[src/rtl/arp_rx.sv]
// arp_rx: GMII receive-side ARP parser. Walks preamble/SFD, the Ethernet
// header and the 28-byte ARP payload one byte per clk, and reports each
// valid request/reply addressed to BOARD_MAC (or broadcast) and BOARD_IP.
// Optional build macro ARP_RX_CRC_CHK_EN: the FCS is also checked and
// done is deferred until rx_dv falls.

`ifdef ARP_RX_CRC_CHK_EN
// crc32_d8: one byte step of the reflected Ethernet CRC-32 (LSB first).
module crc32_d8 (
  input  logic [31:0] crc_in,
  input  logic [7:0]  data,
  output logic [31:0] crc_out
);
  // Eight serial shifts of the reflected polynomial 0xEDB88320.
  always_comb begin
    crc_out = crc_in;
    for (int i = 0; i < 8; i++) begin
      if (crc_out[0] ^ data[i]) crc_out = (crc_out >> 1) ^ 32'hEDB8_8320;
      else                      crc_out = crc_out >> 1;
    end
  end
endmodule
`endif

module arp_rx #(
  parameter logic [47:0] BOARD_MAC = 48'h00_11_22_33_44_55,
  parameter logic [31:0] BOARD_IP  = {8'd192, 8'd168, 8'd1, 8'd10}
) (
  input  logic        clk,
  input  logic        rst_n,
  input  logic [7:0]  gmii_rxd,
  input  logic        gmii_rx_dv,
  output logic        arp_rx_done,
  output logic        arp_rx_type,
  output logic [47:0] src_mac,
  output logic [31:0] src_ip
);

`ifdef ARP_RX_CRC_CHK_EN
  typedef enum logic [2:0] {IDLE, PRE, HEAD, DATA, CRC, WAIT_END} state_t;
`else
  typedef enum logic [2:0] {IDLE, PRE, HEAD, DATA, WAIT_END} state_t;
`endif

  state_t      state;
  logic [5:0]  cnt;          // preamble length in PRE, byte index in HEAD/DATA
  logic        uni_ok;       // dest MAC still matches BOARD_MAC so far
  logic        bc_ok;        // dest MAC still matches broadcast so far
  logic        op_type;      // op[1] of the frame in flight
  logic [47:0] shadow_mac;
  logic [31:0] shadow_ip;

  logic [7:0]  mac_byte;
  logic [7:0]  ip_byte;
  logic        uni_next;
  logic        bc_next;
  logic        head_bad;
  logic        data_bad;

  // Expected local-address byte for the current byte index.
  always_comb begin
    mac_byte = 8'h00;
    case (cnt)
      6'd0:    mac_byte = BOARD_MAC[47:40];
      6'd1:    mac_byte = BOARD_MAC[39:32];
      6'd2:    mac_byte = BOARD_MAC[31:24];
      6'd3:    mac_byte = BOARD_MAC[23:16];
      6'd4:    mac_byte = BOARD_MAC[15:8];
      6'd5:    mac_byte = BOARD_MAC[7:0];
      default: mac_byte = 8'h00;
    endcase
    // Target IP occupies DATA bytes 24..27, so the low two index bits select.
    case (cnt[1:0])
      2'd0:    ip_byte = BOARD_IP[31:24];
      2'd1:    ip_byte = BOARD_IP[23:16];
      2'd2:    ip_byte = BOARD_IP[15:8];
      default: ip_byte = BOARD_IP[7:0];
    endcase
  end

  // Per-byte field checks for the header and the ARP payload.
  always_comb begin
    uni_next = uni_ok && (gmii_rxd == mac_byte);
    bc_next  = bc_ok && (gmii_rxd == 8'hFF);
    head_bad = 1'b0;
    if (cnt <= 6'd5)       head_bad = !(uni_next || bc_next);
    else if (cnt == 6'd12) head_bad = (gmii_rxd != 8'h08);
    else if (cnt == 6'd13) head_bad = (gmii_rxd != 8'h06);
    data_bad = 1'b0;
    case (cnt)
      6'd0, 6'd3, 6'd6:     data_bad = (gmii_rxd != 8'h00);
      6'd1:                 data_bad = (gmii_rxd != 8'h01);
      6'd2:                 data_bad = (gmii_rxd != 8'h08);
      6'd4:                 data_bad = (gmii_rxd != 8'h06);
      6'd5:                 data_bad = (gmii_rxd != 8'h04);
      6'd7:                 data_bad = (gmii_rxd != 8'h01) && (gmii_rxd != 8'h02);
      6'd24, 6'd25, 6'd26,
      6'd27:                data_bad = (gmii_rxd != ip_byte);
      default:              data_bad = 1'b0;
    endcase
  end

`ifdef ARP_RX_CRC_CHK_EN
  logic [31:0] dly;          // last four bytes; oldest in [31:24]
  logic [6:0]  len;          // bytes from dest MAC on, saturating
  logic [31:0] crc;
  logic [31:0] crc_next;
  logic [31:0] fcs;
  logic        fcs_ok;

  crc32_d8 u_crc (.crc_in(crc), .data(dly[31:24]), .crc_out(crc_next));

  // The four bytes still in the delay line at rx_dv fall are the FCS,
  // transmitted low byte of the inverted CRC first.
  always_comb begin
    fcs    = ~crc;
    fcs_ok = (dly == {fcs[7:0], fcs[15:8], fcs[23:16], fcs[31:24]}) && (len >= 7'd64);
  end

  // Delay line, length counter and running CRC over bytes leaving the line.
  always_ff @(posedge clk) begin
    if (!rst_n || state == PRE) begin
      dly <= 32'h0;
      len <= 7'd0;
      crc <= 32'hFFFF_FFFF;
    end else if (gmii_rx_dv && (state == HEAD || state == DATA || state == CRC)) begin
      dly <= {dly[23:0], gmii_rxd};
      if (len != 7'd127) len <= len + 7'd1;
      if (len >= 7'd4)   crc <= crc_next;
    end
  end
`endif

  // Frame parser FSM with registered done/type/sender outputs.
  always_ff @(posedge clk) begin
    if (!rst_n) begin
      state       <= IDLE;
      cnt         <= 6'd0;
      uni_ok      <= 1'b0;
      bc_ok       <= 1'b0;
      op_type     <= 1'b0;
      shadow_mac  <= 48'h0;
      shadow_ip   <= 32'h0;
      arp_rx_done <= 1'b0;
      arp_rx_type <= 1'b0;
      src_mac     <= 48'h0;
      src_ip      <= 32'h0;
    end else begin
      arp_rx_done <= 1'b0;
      case (state)
        IDLE: begin
          if (gmii_rx_dv && gmii_rxd == 8'h55) begin
            state <= PRE;
            cnt   <= 6'd1;
          end
        end
        PRE: begin
          if (!gmii_rx_dv) begin
            state <= IDLE;
            cnt   <= 6'd0;
          end else if (gmii_rxd == 8'h55) begin
            if (cnt != 6'd63) cnt <= cnt + 6'd1;
          end else if (gmii_rxd == 8'hD5 && cnt >= 6'd6) begin
            state  <= HEAD;
            cnt    <= 6'd0;
            uni_ok <= 1'b1;
            bc_ok  <= 1'b1;
          end else begin
            state <= WAIT_END;
            cnt   <= 6'd0;
          end
        end
        HEAD: begin
          if (!gmii_rx_dv) begin
            state <= IDLE;
            cnt   <= 6'd0;
          end else if (head_bad) begin
            state <= WAIT_END;
            cnt   <= 6'd0;
          end else begin
            if (cnt <= 6'd5) begin
              uni_ok <= uni_next;
              bc_ok  <= bc_next;
            end
            if (cnt == 6'd13) begin
              state <= DATA;
              cnt   <= 6'd0;
            end else begin
              cnt <= cnt + 6'd1;
            end
          end
        end
        DATA: begin
          if (!gmii_rx_dv) begin
            state <= IDLE;
            cnt   <= 6'd0;
          end else if (data_bad) begin
            state <= WAIT_END;
            cnt   <= 6'd0;
          end else begin
            if (cnt == 6'd7) op_type <= gmii_rxd[1];
            if (cnt >= 6'd8 && cnt <= 6'd13) shadow_mac <= {shadow_mac[39:0], gmii_rxd};
            if (cnt >= 6'd14 && cnt <= 6'd17) shadow_ip <= {shadow_ip[23:0], gmii_rxd};
            if (cnt == 6'd27) begin
              cnt <= 6'd0;
`ifdef ARP_RX_CRC_CHK_EN
              state <= CRC;
`else
              state       <= WAIT_END;
              arp_rx_done <= 1'b1;
              arp_rx_type <= op_type;
              src_mac     <= shadow_mac;
              src_ip      <= shadow_ip;
`endif
            end else begin
              cnt <= cnt + 6'd1;
            end
          end
        end
`ifdef ARP_RX_CRC_CHK_EN
        CRC: begin
          if (!gmii_rx_dv) begin
            state <= IDLE;
            cnt   <= 6'd0;
            if (fcs_ok) begin
              arp_rx_done <= 1'b1;
              arp_rx_type <= op_type;
              src_mac     <= shadow_mac;
              src_ip      <= shadow_ip;
            end
          end
        end
`endif
        WAIT_END: begin
          if (!gmii_rx_dv) begin
            state <= IDLE;
            cnt   <= 6'd0;
          end
        end
        default: begin
          state <= IDLE;
          cnt   <= 6'd0;
        end
      endcase
    end
  end

endmodule

[config.mk]
export PLATFORM = sky130hd
export DESIGN_NAME = arp_rx
export DESIGN_NICKNAME = d
export VERILOG_FILES = /design/src/rtl/arp_rx.sv
export SDC_FILE = /design/constraint.sdc
export NUM_CORES = 1
export LEC_CHECK = 0
export ABC_AREA = 1
export CORE_AREA = 5 5 144 112
export CTS_CLUSTER_SIZE = 30
export DETAILED_ROUTE_END_ITERATION = 8
export DIE_AREA = 0 0 149 117
export PLACE_DENSITY = 0.76
export SLEW_MARGIN = 20
export SYNTH_ARGS = -nofsm -noshare
export SYNTH_HDL_FRONTEND = slang
export SYNTH_SLANG_ARGS = --single-unit
export TNS_END_PERCENT = 20
[constraint.sdc]
create_clock -name clk -period 2 [get_ports clk]
set_input_delay 0.4 -clock clk [delete_from_list [all_inputs] [get_ports clk]]
set_output_delay 0.4 -clock clk [all_outputs]
set_load 0.03 [all_outputs]
==> results of run 1 <==
[flip-flops by register name, summed over array words and instances (netlist names), 3 cells and up]
| register | count |
|---|---|
| shadow_mac | 48 |
| state | 3 |
| cnt | 6 |
| src_ip | 32 |
| shadow_ip | 32 |
| src_mac | 48 |
[per-layer routing]
| metal | vias up | track usage (%) |
|---|---|---|
| met5 | - | 0 |
| met4 | 0 | 9.51 |
| met3 | 30 | 4.70 |
| met2 | 200 | 39.5 |
| met1 | 3247 | 30.0 |
| li1 | 3339 | - |
[worst reg2reg max path, delay by kind of cell (launching register included)]
kind / cells / cell delay, ps
and+or+nand+nor: 7 / 700
buffers and inverters: 5 / 690
adders and majority gates: 1 / 180
DFF: 1 / 400
AOI/OAI and AO/OA: 2 / 250
[cell type report]
class	instances	area share [%]
tap	205	2.43
inverter	118	4.34
timing repair buffer	221	23.1
multi-input combinational	537	31.2
clock inverter	10	1.44
clock buffer	22	4.40
sequential	174	33.1
[cell families after synthesis]
kind of cell / after synthesis / share of synthesized area [%]
AOI/OAI and AO/OA: 355 / 25.9
xor gates and xnor gates: 4 / 0.495
adders and majority gates: 7 / 1.24
buffers and inverters: 174 / 12.0
DFF: 174 / 49.2
and+or+nand+nor: 170 / 11.1
[synthesized netlist by cell type (all sizes together)]
cell and number:
o31ai 1, ha 7, o21a 1, a31oi 2, inv 117, nor2 33
clkinv 1, o21bai 1, o21ai 167, buf 33, nand3b 1, nand3 35
nand2 81, nor3 12, o211ai 1, xor2 4, a21oi 181, a22oi 1
nand4 7, and2 1, clkbuf 23, dfxtp 174
[worst paths after layout]
check	slack (ps)	start	depth (start not counted)	endpoint
max	-310	cnt[1]	15	src_mac[20]
min	380	rst_n	3	src_ip[28]
max reg2reg	-310	cnt[1]	15	src_mac[20]
min reg2reg	460	shadow_mac[41]	2	src_mac[41]
[cell usage in the layout (no fill, tap or decap), types with 6 or more instances in the layout]
cell type,instances
clkdlybuf4s50_1,89
buf_12,10
clkbuf_16,22
o21ai_1,49
nand2_1,70
buf_6,14
a21oi_2,36
o21ai_0,61
inv_1,106
nand2_2,8
o21ai_4,6
inv_2,7
o21ai_2,51
buf_16,11
nor2_1,24
buf_4,84
nand4_1,7
dfxtp_1,171
a21oi_1,145
nor3_1,7
nand3_1,31
[through the flow]
stage | hold slack, ps | cells | TNS [ps]
after floorplan | 430 | 884 | 0
after global placement | 438 | 1222 | -81320
after detailed placement | 443 | 1222 | -87380
after CTS | 366 | 1279 | -27570
after global routing | 384 | 1287 | -58020
final | 375 | 1287 | -36990
[where the power goes]
| part | leakage [nW] | internal [W] | total [W] | switching [W] |
|---|---|---|---|---|
| logic | 2.36 | 0.000498 | 0.00110 | 0.000603 |
| clock network | 0.293 | 0.00205 | 0.00345 | 0.00139 |
| registers | 1.40 | 0.00351 | 0.00356 | 0.0000484 |
[timing repair]
action                     4_1_cts  5_1_grt
setup buffers                   14        3
cloned                          11        5
setup endpoints to repair      171      173
gates resized for setup        162       81
pin swaps                       19       10
==> run_results.csv, run 1 <==
group,metric,value,unit
cts,clk_pin_slew_worst_paths,70,ps
floorplanning,pin_count,93,
floorplanning,row_count,39,
final_layout,multiInputGateArea,3290,um^2
drt,top_layer,"met4",
power,peakVddDrop,613,uV
global_route,grt_pass1_wl,32900,um
critical_path,cp_slowest_cell,"dfxtp_4",
drt,wl_per_cell,16.7,um
power,power.total,0.00811,W
drt,vias,6816,
sta,setup_violations,172,
logic_synthesis,syn_inst,884,
critical_path,cp_top_family,"simple AND/OR/NAND/NOR gates",
placed_design,placed_cell_area,8720,um^2
critical_path,path_class,"reg -> reg",
sta,min_period,2310,ps
critical_path,end_kind,"register",
logic_synthesis,synth_cell_type_count,36,
final_layout,drive_above_1_share,28.0,%
cts,cts_max_level,4,
floorplanning,coreArea,14700,um^2
critical_path,cp_max_fo,18,
critical_path,critPathBufInv,5,
power,power_density,769,nW/um^2
cts,cts_inserted_buffers,17,
sta,post-route-period-util,116,%
outcome,violations,"setup timing",
drt,dr.pass1.iters,5,
sta,hold_violations,0,
global_route,antenna_found_initial,0,
sta,rsz0062_at_grt,"yes",
sta,relSlewSlack,51.3,%
floorplanning,fp.dieW,149,um
final_layout,regArea,3490,um^2
logic_synthesis,yosys_warnings,0,
sta,slew_viol_final,0,
sta,worstMarginPinSlew,730,ps
cts,cts.path.max_buffers,2,
floorplanning,initial_core_util,48.0,%
outcome,status,"finished with violations",
logic_synthesis,synth_area_leaders,"dfxtp_1 49%, a21oi_1 12%, o21ai_0 10%",
logic_synthesis,avgSynthCellArea,8.01,um^2
logic_synthesis,syn_nets,902,
placed_design,gp_congestion,0.938,
critical_path,crit_required,2350,ps
drt,viasPerCell,5.30,
cts,hold_buffers,0,
logic_synthesis,synth_seq_area_share,49.2,%
cts,cts_sinks,174,
final_layout,areaGrowthSynthToFinish,49.0,%
sta,fmax,432,MHz
final_layout,nets,1087,
sta,skew,7.98,ps
placed_design,io_buffers,92,
logic_synthesis,yosys.area.top_type_share,49.2,%
final_layout,final_cell_area,10500,um^2
drt,postRouteAntennaNets,0,
global_route,globalRouteOverflowTotal,0,
final_layout,n_antenna_cell,0,
logic_synthesis,synth_area,7080,um^2
critical_path,path_cells,"inv_4 > ha_4 > buf_4 > buf_4 > nand3_1 > nand3_1 > nor2_1 > nand2_1 > nand2_2 > nand2_4 > nor2_8 > buf_12 > clkbuf_16 > o21ai_0 > a21oi_1",
drt,post-route-drc-count,0,
floorplanning,die_h,117,um
logic_synthesis,synth-seq-cells,174,
drt,route.met2.wl,10500,um
global_route,grt_max_degree,57,
drt,wl,21500,um
critical_path,worst-endpoint-arrival,2660,ps
critical_path,max_stage_delay,400,ps
logic_synthesis,synth_top_cell_by_area,"dfxtp_1",
flow_run,cap_violations,0,
floorplanning,die-area,17400,um^2
power,leakage,4.05,nW
final_layout,fillers,1060,
global_route,track_usage,23.5,%
placed_design,dp_hpwl,12200,um
placed_design,place_ws,-587,ps
global_route,grt_pass1_vias,6529,
drt,dr_wl_met3,1140,um
drt,wl_met1,9550,um
critical_path,start_kind,"register",
sta,post-route-worst-setup-slack,-313,ps
min_path,hold_class,"in -> reg",
cts,cts_tree,"built",
cts,clk_latency,430,ps
drt,drt_iter0_drc,539,
cts,root_buffer,"clkbuf_16",
final_layout,finalCoreUtilization,71.5,%
Note: power is estimated with default switching activity, not from simulation.
==> run 2: changes to the inputs <==
--- a/config.mk
+++ b/config.mk
@@ -6,11 +6,13 @@
 export NUM_CORES = 1
 export LEC_CHECK = 0
 export ABC_AREA = 1
+export ABC_CLOCK_PERIOD_IN_PS = 2000
 export CORE_AREA = 5 5 144 112
 export CTS_CLUSTER_SIZE = 30
 export DETAILED_ROUTE_END_ITERATION = 8
 export DIE_AREA = 0 0 149 117
 export PLACE_DENSITY = 0.76
+export SKIP_CTS_REPAIR_TIMING = 1
 export SLEW_MARGIN = 20
 export SYNTH_ARGS = -nofsm -noshare
 export SYNTH_HDL_FRONTEND = slang
==> run_results.csv, run 2 (synthesis results as in run 1) <==
group,metric,value,unit
critical_path,end_kind,"register",
floorplanning,die_h,117,um
sta,post-route-worst-setup-slack,-273,ps
placed_design,place_ws,-587,ps
global_route,grt_max_degree,75,
final_layout,finalCoreUtilization,68.2,%
floorplanning,fp.dieW,149,um
cts,cts.path.max_buffers,2,
final_layout,largest_registers,"shadow_mac: 48 flops, src_mac: 48 flops",
cts,root_buffer,"clkbuf_16",
drt,postRouteAntennaNets,0,
outcome,status,"finished with violations",
sta,min_period,2270,ps
sta,fmax,440,MHz
final_layout,regArea,3490,um^2
final_layout,n_antenna_cell,0,
power,peakVddDrop,583,uV
drt,post-route-drc-count,0,
placed_design,dp_hpwl,12200,um
placed_design,io_buffers,92,
drt,vias,6746,
drt,drt_iter0_drc,622,
global_route,antenna_found_initial,0,
critical_path,r2r_setup_slack,-270,ps
drt,wl_met1,9250,um
critical_path,r2r-start,"cnt[1]",
critical_path,path_cells,"inv_4 > ha_4 > buf_4 > buf_4 > nand3_1 > nand3_1 > nor2_2 > nand2_2 > nand2_4 > nand2_8 > inv_4 > nand2_8 > buf_4 > o21ai_0 > a21oi_1",
global_route,grt_pass1_vias,5736,
cts,cts_sinks,174,
sta,slew_viol_final,0,
floorplanning,initial_core_util,48.0,%
critical_path,worst-endpoint-arrival,2580,ps
drt,wl_per_cell,16.1,um
critical_path,crit_required,2310,ps
min_path,min_from,"rst_n",
final_layout,areaGrowthSynthToFinish,41.9,%
final_layout,final_common_cell,"dfxtp_1",
sta,skew,7.73,ps
flow_run,cap_violations,0,
sta,worstMarginPinSlew,418,ps
min_path,hold_end,"src_ip[11]",
final_layout,nets,1081,
min_path,whs_path_depth,3,
sta,rsz0062_at_grt,"yes",
cts,cts_max_level,4,
floorplanning,die-area,17400,um^2
sta,hold_violations,0,
cts,clk_pin_slew_worst_paths,70,ps
drt,top_layer,"met4",
drt,dr.pass1.iters,6,
final_layout,final_cell_mix,"171 x dfxtp_1, 159 x a21oi_1, 106 x inv_1, 98 x buf_4, 93 x o21ai_0",
floorplanning,coreArea,14700,um^2
drt,viasPerCell,5.27,
drt,wl,20600,um
power,power_density,797,nW/um^2
sta,setup_violations,172,
drt,dr_wl_met3,1340,um
critical_path,rr_endpoint,"shadow_mac[13]",
final_layout,fillers,1146,
min_path,hold_class,"in -> reg",
floorplanning,pin_count,93,
critical_path,r2r_cells,15,
global_route,track_usage,20.0,%
sta,relSlewSlack,72.1,%
cts,cts_inserted_buffers,17,
final_layout,multiInputGateArea,3030,um^2
cts,cts_tree,"built",
cts,clk_latency,430,ps
critical_path,cp_max_fo,14,
power,leakage,3.90,nW
placed_design,gp_congestion,0.938,
critical_path,cp_slowest_cell,"dfxtp_4",
sta,post-route-period-util,114,%
global_route,grt_pass1_wl,28200,um
floorplanning,row_count,39,
drt,route.met2.wl,9680,um
global_route,globalRouteOverflowTotal,0,
critical_path,max_stage_delay,410,ps
critical_path,path_class,"reg -> reg",
final_layout,drive_above_1_share,23.0,%
critical_path,cp_common_cell,"buf_4",
critical_path,start_kind,"register",
outcome,violations,"setup timing",
## run 2: how the worst max path moves through the flow
stage	slack, ps	start	cells past startpoint	to
floorplan	1	gmii_rxd[1]	12	src_ip[12]
global placement	-530	gmii_rxd[7]	14	shadow_mac[7]
detailed placement	-590	gmii_rxd[7]	13	src_ip[8]
CTS	-330	cnt[1]	16	src_ip[25]
global route	-430	cnt[3]	15	shadow_mac[13]
finish	-270	cnt[1]	15	shadow_mac[13]
## run 2: power by group
| part | total (W) | switching [W] | internal, W |
|---|---|---|---|
| registers | 0.00355 | 0.0000449 | 0.00351 |
| clock network | 0.00343 | 0.00137 | 0.00205 |
| logic | 0.00103 | 0.000564 | 0.000463 |
## run 2: per-layer routing
| metal | GRT usage, % | vias to the layer above |
|---|---|---|
| met3 | 3.66 | 32 |
| li1 | - | 3320 |
| met4 | 6.46 | 0 |
| met1 | 27.5 | 3165 |
| met5 | 0 | - |
| met2 | 32.4 | 229 |
## run 2: cell type report
cell class | instances | share of cell area, %
Sequential cell | 174 | 34.8
Clock buffer | 22 | 4.62
Timing Repair Buffer | 216 | 21.9
Clock inverter | 10 | 1.51
Multi-Input combinational cell | 536 | 30.1
Inverter | 118 | 4.51
Tap cell | 205 | 2.55
## run 2: critical path: cells and delay by family (launching register included)
| kind | cells | cell delay [ps] |
|---|---|---|
| AND/OR/NAND/NOR | 7 | 660 |
| buffers and inverters | 5 | 640 |
| flip-flops | 1 | 410 |
| adder cells (fa/ha/maj) | 1 | 180 |
| AO/OA/AOI/OAI | 2 | 260 |
## run 2: stage by stage
| step | instance area (um^2) | hold slack (ps) | total power (W) | std cells | setup TNS, ps |
|---|---|---|---|---|---|
| global placement | 8720 | 438 | 0.00457 | 1222 | -81320 |
| finish | 10000 | 353 | 0.00801 | 1281 | -31260 |
| global route | 10000 | 358 | 0.00831 | 1281 | -54330 |
| CTS | 9330 | 365 | 0.00796 | 1254 | -40860 |
| detailed placement | 8720 | 443 | 0.00458 | 1222 | -87380 |
| floorplan | 7140 | 430 | 0.00416 | 884 | 0 |
==> run 3: changes to the inputs <==
--- a/config.mk
+++ b/config.mk
@@ -13,7 +13,7 @@
 export DIE_AREA = 0 0 149 117
 export PLACE_DENSITY = 0.76
 export SKIP_CTS_REPAIR_TIMING = 1
-export SLEW_MARGIN = 20
+export SLEW_MARGIN = 30
 export SYNTH_ARGS = -nofsm -noshare
 export SYNTH_HDL_FRONTEND = slang
 export SYNTH_SLANG_ARGS = --single-unit
==> results of run 3 <==
Same layout as run 2: the final DEF is identical, and so are final timing and power.
